### src/rtl/gm64_pkg.sv
// -----------------------------------------------------------------------------
// gm64_pkg
//   Shared types and constants for the gm64 memory arbiter slice.
//   - arb_state_t : arbiter transaction sequencer states
//   - REQ_VIC / REQ_CPU : requester IDs, also used as bit index into grant
//   - field widths of the memCtrl request bus
// -----------------------------------------------------------------------------
package gm64_pkg;

  typedef enum logic [2:0] {
    IDLE      = 3'd0,
    ISSUE     = 3'd1,
    WAIT_BUSY = 3'd2,
    WAIT_DONE = 3'd3,
    DONE      = 3'd4
  } arb_state_t;

  localparam int REQ_VIC = 0;
  localparam int REQ_CPU = 1;

  localparam int ADDR_W = 16;
  localparam int BANK_W = 6;
  localparam int DATA_W = 8;

endpackage : gm64_pkg

### src/rtl/mem_arb_pick.sv
// -----------------------------------------------------------------------------
// mem_arb_pick
//   Winner selection between the VIC and CPU requesters, plus the starvation
//   counter that forces the CPU through after STARVE_LIMIT consecutive VIC
//   wins while the CPU was waiting.
//
//   Build option: MEM_ARB_STARVE_GUARD_EN
//     defined     : starvation counter and forced CPU grant are present.
//     not defined : pure fixed priority, VIC always wins a tie; the counter
//                   is not built and STARVE_LIMIT has no effect.
//
// Ports
//   clk, reset   clock, asynchronous active-low reset
//   i_idle       arbiter is in IDLE (the only state where a win is taken)
//   i_vic_req    VIC request pending
//   i_cpu_req    CPU request pending
//   o_win        some request wins this cycle (combinational)
//   o_win_id     winner ID: REQ_VIC or REQ_CPU (combinational)
// -----------------------------------------------------------------------------
module mem_arb_pick
  import gm64_pkg::*;
#(
  parameter int STARVE_LIMIT = 4
) (
  input  logic clk,
  input  logic reset,
  input  logic i_idle,
  input  logic i_vic_req,
  input  logic i_cpu_req,
  output logic o_win,
  output logic o_win_id
);

  logic w_force_cpu;

`ifdef MEM_ARB_STARVE_GUARD_EN
  localparam int CNT_W = 4;
  localparam logic [CNT_W-1:0] LIMIT = CNT_W'(STARVE_LIMIT);

  logic [CNT_W-1:0] r_starve_cnt;

  assign w_force_cpu = (r_starve_cnt == LIMIT);

  // The counter only moves on IDLE cycles: a VIC win over a waiting CPU
  // counts up (saturating), a CPU win or an absent CPU request clears it.
  always_ff @(posedge clk or negedge reset) begin
    if (!reset) begin
      r_starve_cnt <= '0;
    end else if (i_idle) begin
      if (!i_cpu_req || (o_win_id == 1'(REQ_CPU))) begin
        r_starve_cnt <= '0;
      end else if (r_starve_cnt != LIMIT) begin
        r_starve_cnt <= r_starve_cnt + 1'b1;
      end
    end
  end
`else
  logic w_unused_pick;
  localparam int unused_starve_limit = STARVE_LIMIT;

  assign w_force_cpu   = 1'b0;
  assign w_unused_pick = ^{clk, reset, i_idle};
`endif

  // CPU wins when it is alone, or when the guard forces it on a tie.
  assign o_win    = i_vic_req | i_cpu_req;
  assign o_win_id = i_cpu_req & (~i_vic_req | w_force_cpu);

endmodule : mem_arb_pick

### src/rtl/mem_arbiter.sv
// -----------------------------------------------------------------------------
// mem_arbiter
//   Shares one PSRAM memCtrl between the VIC (read-only video fetch) and the
//   CPU (read/write). One request is latched at a time in IDLE, memCtrl's
//   CE / isBusy handshake is sequenced, and the winner gets a one-cycle ack
//   with its read data. VIC has fixed priority; an optional starvation guard
//   bounds CPU wait time (see mem_arb_pick, macro MEM_ARB_STARVE_GUARD_EN).
//
//   Sequence: IDLE -(win)-> ISSUE (mem_ce high for one cycle, one cycle after
//   the grant) -> WAIT_BUSY -(busy)-> WAIT_DONE -(!busy)-> DONE (ack) -> IDLE.
//   WAIT_BUSY aborts to DONE with timeout/ack if isBusy never rises.
//   All outputs are registered.
//
// Parameters
//   STARVE_LIMIT   consecutive VIC wins over a waiting CPU (1..15)
//   START_TIMEOUT  cycles from mem_ce to abort if isBusy stays low (1..255)
//
// Ports
//   clk, reset                 clkRAM, asynchronous active-low reset
//   vic_req/addr/bank          VIC read request, held until vic_ack
//   vic_ack, vic_rdata         VIC completion pulse and held read data
//   cpu_req/we/addr/bank/wdata CPU request, held until cpu_ack
//   cpu_ack, cpu_rdata         CPU completion pulse and held read data
//   mem_ce/write/addr/bank/wdata  to memCtrl
//   mem_rdata, mem_busy, mem_ready from memCtrl (mem_ready is not needed)
//   grant                      current owner, bit0 VIC, bit1 CPU
//   timeout                    one-cycle pulse on an aborted transaction
// -----------------------------------------------------------------------------
module mem_arbiter
  import gm64_pkg::*;
#(
  parameter int STARVE_LIMIT  = 4,
  parameter int START_TIMEOUT = 15
) (
  input  logic              clk,
  input  logic              reset,

  input  logic              vic_req,
  input  logic [ADDR_W-1:0] vic_addr,
  input  logic [BANK_W-1:0] vic_bank,
  output logic              vic_ack,
  output logic [DATA_W-1:0] vic_rdata,

  input  logic              cpu_req,
  input  logic              cpu_we,
  input  logic [ADDR_W-1:0] cpu_addr,
  input  logic [BANK_W-1:0] cpu_bank,
  input  logic [DATA_W-1:0] cpu_wdata,
  output logic              cpu_ack,
  output logic [DATA_W-1:0] cpu_rdata,

  output logic              mem_ce,
  output logic              mem_write,
  output logic [ADDR_W-1:0] mem_addr,
  output logic [BANK_W-1:0] mem_bank,
  output logic [DATA_W-1:0] mem_wdata,
  input  logic [DATA_W-1:0] mem_rdata,
  input  logic              mem_busy,
  input  logic              mem_ready,

  output logic [1:0]        grant,
  output logic              timeout
);

  // Abort once this many cycles have passed since mem_ce went high.
  localparam logic [7:0] TMO_LAST = 8'(START_TIMEOUT - 1);

  arb_state_t        r_state;
  logic              r_owner;      // REQ_VIC or REQ_CPU of the current transaction
  logic              r_mem_ce;
  logic              r_mem_write;
  logic [ADDR_W-1:0] r_mem_addr;
  logic [BANK_W-1:0] r_mem_bank;
  logic [DATA_W-1:0] r_mem_wdata;
  logic [1:0]        r_grant;
  logic              r_vic_ack;
  logic              r_cpu_ack;
  logic [DATA_W-1:0] r_vic_rdata;
  logic [DATA_W-1:0] r_cpu_rdata;
  logic              r_timeout;
  logic [7:0]        r_tmo_cnt;

  logic              w_idle;
  logic              w_win;
  logic              w_win_id;
  logic              w_unused_ready;

  assign w_idle         = (r_state == IDLE);
  assign w_unused_ready = mem_ready;

  mem_arb_pick #(
    .STARVE_LIMIT (STARVE_LIMIT)
  ) u_pick (
    .clk       (clk),
    .reset     (reset),
    .i_idle    (w_idle),
    .i_vic_req (vic_req),
    .i_cpu_req (cpu_req),
    .o_win     (w_win),
    .o_win_id  (w_win_id)
  );

  // NOTE: every register here is assigned with <= so all of them update
  // together from the values sampled at the same edge; blocking = in a
  // clocked block would let later lines see already-updated state.
  always_ff @(posedge clk or negedge reset) begin
    if (!reset) begin
      r_state     <= IDLE;
      r_owner     <= 1'b0;
      r_mem_ce    <= 1'b0;
      r_mem_write <= 1'b0;
      r_mem_addr  <= '0;
      r_mem_bank  <= '0;
      r_mem_wdata <= '0;
      r_grant     <= 2'b00;
      r_vic_ack   <= 1'b0;
      r_cpu_ack   <= 1'b0;
      r_vic_rdata <= '0;
      r_cpu_rdata <= '0;
      r_timeout   <= 1'b0;
      r_tmo_cnt   <= '0;
    end else begin
      // Pulses default low; only the entry into DONE raises them.
      r_vic_ack <= 1'b0;
      r_cpu_ack <= 1'b0;
      r_timeout <= 1'b0;

      unique case (r_state)
        IDLE: begin
          if (w_win) begin
            r_owner <= w_win_id;
            r_state <= ISSUE;
            if (w_win_id == 1'(REQ_CPU)) begin
              r_grant     <= 2'b10;
              r_mem_write <= cpu_we;
              r_mem_addr  <= cpu_addr;
              r_mem_bank  <= cpu_bank;
              r_mem_wdata <= cpu_wdata;
            end else begin
              r_grant     <= 2'b01;
              r_mem_write <= 1'b0;
              r_mem_addr  <= vic_addr;
              r_mem_bank  <= vic_bank;
              r_mem_wdata <= '0;
            end
          end
        end

        // First ISSUE cycle raises mem_ce, second drops it and moves on,
        // so CE is high for exactly one cycle starting one edge after grant.
        ISSUE: begin
          if (!r_mem_ce) begin
            r_mem_ce <= 1'b1;
          end else begin
            r_mem_ce  <= 1'b0;
            r_tmo_cnt <= 8'd1;
            r_state   <= WAIT_BUSY;
          end
        end

        WAIT_BUSY: begin
          if (mem_busy) begin
            r_state <= WAIT_DONE;
          end else if (r_tmo_cnt >= TMO_LAST) begin
            r_timeout <= 1'b1;
            r_state   <= DONE;
            if (r_owner == 1'(REQ_CPU)) begin
              r_cpu_ack <= 1'b1;
              if (!r_mem_write) r_cpu_rdata <= '0;
            end else begin
              r_vic_ack   <= 1'b1;
              r_vic_rdata <= '0;
            end
          end else begin
            r_tmo_cnt <= r_tmo_cnt + 8'd1;
          end
        end

        WAIT_DONE: begin
          if (!mem_busy) begin
            r_state <= DONE;
            if (r_owner == 1'(REQ_CPU)) begin
              r_cpu_ack <= 1'b1;
              if (!r_mem_write) r_cpu_rdata <= mem_rdata;
            end else begin
              r_vic_ack   <= 1'b1;
              r_vic_rdata <= mem_rdata;
            end
          end
        end

        // Ack is high during this cycle; release the bus and go idle.
        DONE: begin
          r_grant <= 2'b00;
          r_state <= IDLE;
        end

        default: r_state <= IDLE;
      endcase
    end
  end

  assign vic_ack   = r_vic_ack;
  assign vic_rdata = r_vic_rdata;
  assign cpu_ack   = r_cpu_ack;
  assign cpu_rdata = r_cpu_rdata;
  assign mem_ce    = r_mem_ce;
  assign mem_write = r_mem_write;
  assign mem_addr  = r_mem_addr;
  assign mem_bank  = r_mem_bank;
  assign mem_wdata = r_mem_wdata;
  assign grant     = r_grant;
  assign timeout   = r_timeout;

endmodule : mem_arbiter
### config.mk
export PLATFORM = sky130hd
export DESIGN_NAME = mem_arbiter
export DESIGN_NICKNAME = d
export VERILOG_FILES = /design/src/rtl/gm64_pkg.sv /design/src/rtl/mem_arb_pick.sv /design/src/rtl/mem_arbiter.sv
export SDC_FILE = /design/constraint.sdc
export NUM_CORES = 1
export LEC_CHECK = 0
export CORE_AREA = 2 2 84 86
export DETAILED_ROUTE_END_ITERATION = 16
export DIE_AREA = 0 0 86 88
export PLACE_DENSITY = 0.78
export SLEW_MARGIN = 10
export SYNTH_ARGS = -nofsm -noshare
export SYNTH_HDL_FRONTEND = slang
export SYNTH_HIERARCHICAL = 1
export SYNTH_SLANG_ARGS = --single-unit
### constraint.sdc
create_clock -name clk -period 4.8 [get_ports clk]
set_input_delay 0.96 -clock clk [delete_from_list [all_inputs] [get_ports clk]]
set_output_delay 0.96 -clock clk [all_outputs]
set_load 0.05 [all_outputs]
# Word level (Yosys, flattened, before mapping)
# Index checks and enable logic that the tools add are counted.
dict set report totals {
  mem_bits_ro 0
  inputBits 67
  n_memories 0
  latch_bits 0
  regBits 65
  ramBits 0
  elab_cells 91
}
dict set report op_classes {
  reduce_logical 10
  add_sub_neg 1
  n_mul 0
  muxes 45
  bitwise 3
  shifts 0
  n_div 0
  n_lt_le_gt_ge 1
  eq_ne 17
}
# cell count
set ops {}
lappend ops {{two-way mux 8 bit} 16}
lappend ops {{case mux 8 bit (2 select lines)} 3}
lappend ops {{!= test 2 bit (second input constant)} 12}
lappend ops {{two-way mux 16 bit} 1}
lappend ops {{two-way mux 3 bit} 5}
lappend ops {{two-way mux 1 bit} 13}
lappend ops {{case mux 3 bit (4 select lines)} 1}
lappend ops {{adder 8 x 1 -> 8 bit (second input constant)} 1}
lappend ops {{>= comparator 8 x 4 -> 1 bit (second input constant)} 1}
lappend ops {{AND reduction 4 bit} 2}
lappend ops {{AND reduction 8 bit} 1}
lappend ops {{== test 3 x 2 -> 1 bit (second input constant)} 2}
lappend ops {{two-way mux 6 bit} 1}
lappend ops {{AND reduction 6 bit} 1}
lappend ops {{nonzero test 2 bit} 3}
lappend ops {{two-way mux 2 bit} 2}
lappend ops {{case mux 1 bit (2 select lines)} 2}
lappend ops {{case mux 2 bit (2 select lines)} 1}
lappend ops {{AND reduction 2 bit} 2}
lappend ops {{== test 3 x 1 -> 1 bit (second input constant)} 1}
lappend ops {{== test 3 bit (second input constant)} 1}
lappend ops {{logical NOT 3 bit} 1}
lappend ops {{!= test 3 bit (second input constant)} 1}
lappend ops {{AND 1 bit} 1}
lappend ops {{2 further kinds} 2}

# Depth between registers and ports, before layout
# Gate-level depths: netlist (run 1).
dict set report logic_depth {
  depth_word 5
  depth_mapped 6
  ltp_nobuf 5
}

# By module
# Netlist (run 1), hierarchy kept.
# module instances cells_per_inst seq_area_each_um2 area_per_inst_um2
set by_module_without_submodules {}
lappend by_module_without_submodules {mem_arbiter 1 284 1626.6 2932.8}
lappend by_module_without_submodules {mem_arb_pick 1 2 0.0 12.5}

# Least setup slack after synthesis (run 1)
# No wires, ideal clock.
dict set report synth_timing {
  path_type {input port to flip-flop}
  startpoint {input cpu_req}
  endpoint {register r_mem_addr[0] (netlist: mem_addr[0])}
  n_path_buf 2
  arrival_time_ps 2064
  setup_slack_ps 2603
  required_ps 4666
  setup_time_ps 134
  cell_stages 5
  cell_sequence {nor2b_1 clkbuf_1 clkbuf_1 mux2i_1 o21ai_0}
}
dict set report synth_via {
  elab_chain_len 2
  elab_cells_between_ends 4
}
# element line_no
set synth_lines {}
lappend synth_lines {{from (decl)} mem_arbiter.sv:44} ;# input logic cpu_req,
lappend synth_lines {{AND 1 bit / bitwise OR 1 bit (equally long branches)} {mem_arb_pick.sv:67, mem_arb_pick.sv:66}}
lappend synth_lines {{two-way mux 16 bit / AND reduction 2 bit (equally long branches)} -}
lappend synth_lines {{to (signal assigned)} mem_arbiter.sv:136} ;# r_mem_addr <= cpu_addr;
lappend synth_lines {{to (signal assigned)} mem_arbiter.sv:142} ;# r_mem_addr <= vic_addr;
lappend synth_lines {{to (decl)} mem_arbiter.sv:72} ;# logic [ADDR_W-1:0] r_mem_addr;
# Several ways; a longest one is shown, not always the timed one.
# A chain may end at the register's enable or synchronous reset.

# Worst setup path in the final report (run 1)
dict set report layout_timing {
  startpoint {input vic_req}
  endpoint {register r_mem_addr[13] (netlist: mem_addr[13])}
}
dict set report layout_via {
  elab_cells_between_ends 5
}
# element line_no
set layout_rtl {}
lappend layout_rtl {{from (decl)} mem_arbiter.sv:38} ;# input logic vic_req,
lappend layout_rtl {{bitwise OR 1 bit} mem_arb_pick.sv:66} ;# assign o_win = i_vic_req | i_cpu_req;
lappend layout_rtl {{named net w_win} mem_arbiter.sv:84} ;# logic w_win;
lappend layout_rtl {{AND reduction 2 bit (no line)} -}
# The timed path passes the listed nets, and every way through them passes these cells.

==> flow_metrics.py, run 1 <==
metrics = {
    "outcome": {
        "outcome": "finished clean",
    },
    "timing": {
        "fin_crit_sh_pct": 58.5,
        "setup_viol": 0,
        "fmax_ghz": 0.356,
        "finalCriticalPeriod_ns": 2.81,
        "fin_worst_skew_ns": 0.00897,
        "hold_viol": 0,
        "final_max_slew_viol_count": 0,
        "tightest_slew_ns": 1.05,
        "rsz0062_at_grt": "false",
        "max-slew-margin-rel_pct": 30.2,
        "tns_ns": 0,
    },
    "worst_setup_path": {
        "crit_chain": "clkdlybuf4s50_1 > or2_1 > or4b_1 > buf_4 > nand2_1 > o21ai_0",
        "cpMaxStageDelayCell": "or4b_1",
        "end_kind": "flip-flop",
        "max_stage_delay_ns": 0.80,
        "worstRegToRegCells": 4,
        "rrSetupSlack_ns": 2.63,
        "r2r_end": "mem_addr[13]$_DFFE_PN0P_",
        "arrival_ns": 3.00,
        "criticalPathCategory": "primary input to flip-flop",
        "cp-start-kind": "primary input",
        "worstPathRequired_ns": 4.99,
        "r2r_start": "r_state[0]$_DFFE_PN0P_",
        "cp_max_fo": 29,
    },
    "clock_network": {
        "cts-resized-gates": 0,
        "cts_tree": "yes",
        "path_clk_slew_ns": 0.07,
        "clock_path_buffers": 2,
        "cts.sinks": 65,
        "numCtsBuffers": 9,
        "postCtsSetupRepairBufs": 0,
        "cts_max_level": 3,
        "cts_root_buf": "clkbuf_8",
        "insertion_delay_ns": 0.34,
        "postCtsHoldBufs": 0,
    },
    "min_path": {
        "min_path_type": "flip-flop to flip-flop",
        "min_to": "mem_wdata[6]$_DFFE_PN0P_",
        "worstHoldStart": "mem_wdata[6]$_DFFE_PN0P_",
        "hold_depth": 2,
    },
    "final_layout": {
        "fin_util_pct": 65.9,
        "layout.nets": 464,
        "fill_cells": 552,
        "syn2layout_area_growth_pct": 49.0,
        "drive_gt1_share_pct": 6.50,
        "n_antenna_cell": 0,
    },
    "floorplanning": {
        "fp-row-count": 30,
        "dieArea_um2": 7570,
        "pin_count": 120,
        "die_h_um": 88,
        "core_um2": 6640,
        "die_x_um": 86,
        "start_util_pct": 44.3,
    },
    "yosys": {
        "postSynthAreaPerCell_um2": 10.3,
        "netlist_area_um2": 2940,
        "syn-num-nets": 354,
        "synthCells": 285,
        "yosys_warnings": 6,
    },
    "drt": {
        "wl_mm": 7.08,
        "vias_per_cell": 5.20,
        "first_pass_iters": 4,
        "drc": 0,
        "drt_iter0_drc": 107,
        "routedWlPerCell_um": 14.8,
        "vias": 2496,
        "ant_nets": 0,
    },
    "global_route": {
        "grt_pass1_wl_mm": 11.7,
        "antenna_found_initial": 0,
        "grt_usage_pct": 19.9,
        "grt_pass1_vias": 2476,
        "grt_max_degree": 50,
        "grt.overflow.total": 0,
    },
    "power_and_ir_drop": {
        "p_leak_nw": 1.98,
        "ir_drop_mv": 0.385,
        "power_density_nw_per_um2": 670,
    },
    "run": {
        "maxCapViolations": 0,
    },
    "placement": {
        "place.port_buffers": 118,
        "dpl.hpwl_mm": 5.31,
        "place_congestion": 0.795,
    },
}
[per-layer routing]
metal / vias up / wire length, µm / track usage, %
met3: 8 / 775 / 8.11
met5: - / 0 / 0
met4: 0 / 100 / 7.36
met1: 1168 / 2810 / 23.8
li1: 1217 / - / -
met2: 103 / 3400 / 32.6
[flip-flops by register name (all words and copies together), names as in the netlist]
signal and cells:
mem_addr 16, cpu_rdata 8, mem_wdata 8, r_tmo_cnt 8, vic_rdata 8, mem_bank 6, r_state 3, grant 2
cpu_ack 1, mem_ce 1, mem_write 1, r_owner 1, timeout 1, vic_ack 1
[worst max-delay path by stage]
stage | from | end | slack [ns]
after CTS | vic_req | mem_addr[13]$_DFFE_PN0P_ | 1.97
final | vic_req | mem_addr[13]$_DFFE_PN0P_ | 1.99
after detailed placement | vic_req | mem_addr[13]$_DFFE_PN0P_ | 1.59
after floorplan | cpu_req | mem_addr[0]$_DFFE_PN0P_ | 2.60
after global routing | vic_req | mem_addr[13]$_DFFE_PN0P_ | 1.80
after global placement | vic_req | mem_addr[13]$_DFFE_PN0P_ | 1.64
[area by class of cell]
cell class | count | area [µm²] | area share (%)
Inverter | 12 | 45.0 | 1.03
Sequential cell | 65 | 1630 | 37.1
Clock inverter | 5 | 77.6 | 1.77
Tap cell | 80 | 100 | 2.29
Multi-Input combinational cell | 187 | 1190 | 27.1
Timing Repair Buffer | 120 | 1190 | 27.2
Clock buffer | 11 | 151 | 3.46
[critical path, delay by kind of cell]
| kind | cells | cell delay (ns) |
|---|---|---|
| buf+inv | 2 | 0.88 |
| simple gates | 3 | 1.08 |
| compound gates | 1 | 0.07 |
[cells in the final DEF, fill, tap and decap left out, drive strengths merged, types with 2 or more instances in the layout]
master / n
clkdlybuf4s50: 117
dfrtp: 65
nand2: 47
o21ai: 35
mux2i: 25
nand3: 19
inv: 12
clkbuf: 11
o211ai: 9
a22o: 8
nor4b: 5
a21oi: 4
and2: 4
nor2: 3
buf: 3
nor3: 2
nor4bb: 2
or3: 2
nor3b: 2
ha: 2
clkinv: 2
bufinv: 2
[through the flow]
stage                     worst slack, ns  hold slack (ns)  std cells  total power, W  cell area [µm²]
final                                1.99            0.464        480         0.00294             4380
after global routing                 1.80            0.490        480         0.00311             4380
after global placement               1.64            0.451        464         0.00240             4150
after detailed placement             1.59            0.455        464         0.00243             4150
after floorplan                      2.60            0.475        285         0.00191             2940
after CTS                            1.97            0.470        480         0.00296             4380
[where the power goes]
part | total [W] | leakage (nW) | internal (W) | switching (W)
logic | 0.00149 | 1.05 | 0.000505 | 0.000982
registers | 0.000923 | 0.807 | 0.000752 | 0.000171
clock network | 0.000526 | 0.115 | 0.000319 | 0.000207
total | 0.00294 | 1.98 | 0.00158 | 0.00136
Note: power is estimated with default switching activity, not from simulation.
==> run 2, diff against run 1 <==
--- a/config.mk
+++ b/config.mk
@@ -5,10 +5,10 @@
 export SDC_FILE = /design/constraint.sdc
 export NUM_CORES = 1
 export LEC_CHECK = 0
-export CORE_AREA = 2 2 84 86
+export CORE_AREA = 2 2 86 88
 export DETAILED_ROUTE_END_ITERATION = 16
-export DIE_AREA = 0 0 86 88
-export PLACE_DENSITY = 0.78
+export DIE_AREA = 0 0 88 90
+export PLACE_DENSITY = 0.75
 export SLEW_MARGIN = 10
 export SYNTH_ARGS = -nofsm -noshare
 export SYNTH_HDL_FRONTEND = slang
==> constraint.sdc (replaced) <==
create_clock -name clk -period 2.9 [get_ports clk]
set_input_delay 0.58 -clock clk [delete_from_list [all_inputs] [get_ports clk]]
set_output_delay 0.58 -clock clk [all_outputs]
set_load 0.05 [all_outputs]
==> flow_metrics.py, run 2 (same netlist as run 1, synthesis figures left out) <==
metrics = {
    "worst_setup_path": {
        "rrSetupSlack_ns": 1.02,
        "arrival_ns": 1.64,
        "worstRegToRegCells": 3,
        "criticalPathCategory": "flip-flop to output pin",
        "worstPathRequired_ns": 2.32,
        "startpoint": "mem_ce$_DFFE_PN0P_",
        "end_kind": "output pin",
        "r2r_start": "r_tmo_cnt[7]$_DFFE_PN0P_",
        "path_depth": 1,
        "cp_num_buf_inv": 1,
        "cp-start-kind": "flip-flop",
        "max_stage_delay_ns": 0.84,
        "crit_chain": "clkdlybuf4s50_1",
        "r2r_end": "vic_rdata[4]$_DFFE_PN0P_",
        "cpMaxStageDelayCell": "clkdlybuf4s50_1",
        "endpoint": "mem_ce",
        "cp_max_fo": 6,
        "crit_family": "buffers and inverters",
    },
    "placement": {
        "dpl.hpwl_mm": 5.22,
        "place.port_buffers": 118,
        "dp_cells": 486,
        "dp_slack_ns": 0.492,
        "place_congestion": 0.751,
    },
    "run": {
        "maxCapViolations": 0,
    },
    "drt": {
        "drc": 0,
        "wl_mm": 7.11,
        "routedWlPerCell_um": 14.2,
        "vias_per_cell": 4.90,
        "ant_nets": 0,
        "first_pass_iters": 4,
        "vias": 2461,
        "drt_iter0_drc": 110,
    },
    "clock_network": {
        "cts.sinks": 65,
        "cts_root_buf": "clkbuf_8",
        "cts_max_level": 3,
        "path_clk_slew_ns": 0.07,
        "cts-resized-gates": 0,
        "postCtsSetupRepairBufs": 0,
        "clock_path_buffers": 2,
        "postCtsHoldBufs": 0,
        "numCtsBuffers": 9,
        "cts_tree": "yes",
        "insertion_delay_ns": 0.34,
    },
    "global_route": {
        "grt_max_degree": 66,
        "grt_pass1_wl_mm": 11.7,
        "grt_pass1_vias": 2460,
        "antenna_found_initial": 0,
        "grt.overflow.total": 0,
        "grt_usage_pct": 19.0,
    },
    "final_layout": {
        "layout_commonest_cell": "clkdlybuf4s50_1",
        "drive_gt1_share_pct": 6.70,
        "syn2layout_area_growth_pct": 50.7,
        "layout_common_cells": "clkdlybuf4s50_1 (117), dfrtp_1 (65), nand2_1 (47)",
        "largest_reg_flops": 16,
        "fill_cells": 590,
        "final_cells": 502,
        "n_antenna_cell": 0,
        "fin_util_pct": 63.1,
        "layout.nets": 467,
    },
    "timing": {
        "finalCriticalPeriod_ns": 2.22,
        "fin_crit_sh_pct": 76.4,
        "tns_ns": 0,
        "tightest_slew_ns": 0.683,
        "rsz0062_at_grt": "false",
        "fmax_ghz": 0.451,
        "fin_ws_ns": 0.683,
        "max-slew-margin-rel_pct": 54.2,
        "setup_viol": 0,
        "final_max_slew_viol_count": 0,
        "hold_viol": 0,
        "fin_worst_skew_ns": 0.00959,
    },
    "outcome": {
        "outcome": "finished clean",
    },
    "floorplanning": {
        "dieArea_um2": 7920,
        "die_x_um": 88,
        "fp-row-count": 31,
        "core_um2": 7020,
        "start_util_pct": 41.9,
        "die_h_um": 90,
        "pin_count": 120,
    },
    "power_and_ir_drop": {
        "p_leak_nw": 1.99,
        "ir_drop_mv": 0.706,
        "power_density_nw_per_um2": 1080,
        "power_w": 0.00480,
    },
    "min_path": {
        "min_path_type": "primary input to async pin",
    },
}
## run 2: changes by cell type in the layout (fill, tap and decap cells not counted)
cell	delta
clkinv_2	-1
buf_4	+1
buf_12	+2
bufinv_16	-1
clkbuf_1	+2
clkbuf_8	+1
clkinvlp_4	-1
## run 2: layout make-up
cell class / instances / area [µm²] / share of cell area (%)
timing repair buffer: 123 / 1240 / 28.0
clock inverter: 2 / 35.0 / 0.791
tap: 99 / 124 / 2.80
sequential: 65 / 1630 / 36.7
clock buffer: 14 / 173 / 3.90
multi-input combinational: 187 / 1190 / 26.8
inverter: 12 / 45.0 / 1.02
## run 2: worst min-delay path by stage
stage / start / to / slack [ns]
CTS: reset / vic_ack$_DFF_PN0_ / 0.26
detailed placement: mem_wdata[3]$_DFFE_PN0P_ / mem_wdata[3]$_DFFE_PN0P_ / 0.46
global placement: mem_wdata[4]$_DFFE_PN0P_ / mem_wdata[4]$_DFFE_PN0P_ / 0.45
finish: reset / vic_ack$_DFF_PN0_ / 0.25
floorplan: reset / cpu_ack$_DFF_PN0_ / 0.28
global route: reset / timeout$_DFF_PN0_ / 0.28
## run 2: layer usage
metal  share of wire (%)  vias up  track usage, %
li1                    -     1224               -
met2                  45      111            28.5
met4                 1.3        0            8.21
met5                   0        -               0
met1                  41     1119            23.1
met3                  12        7            9.27
## run 2: per-stage QoR
stage / hold slack (ns) / instance area [µm²]
global route: 0.281 / 4430
finish: 0.255 / 4430
CTS: 0.263 / 4430
floorplan: 0.284 / 2940
detailed placement: 0.460 / 4220
global placement: 0.451 / 4220
## run 2: power by group
group | internal (W) | total, W | switching (W)
logic | 0.000853 | 0.00248 | 0.00163
registers | 0.00124 | 0.00153 | 0.000285
clock network | 0.000467 | 0.000792 | 0.000325
total | 0.00257 | 0.00480 | 0.00224
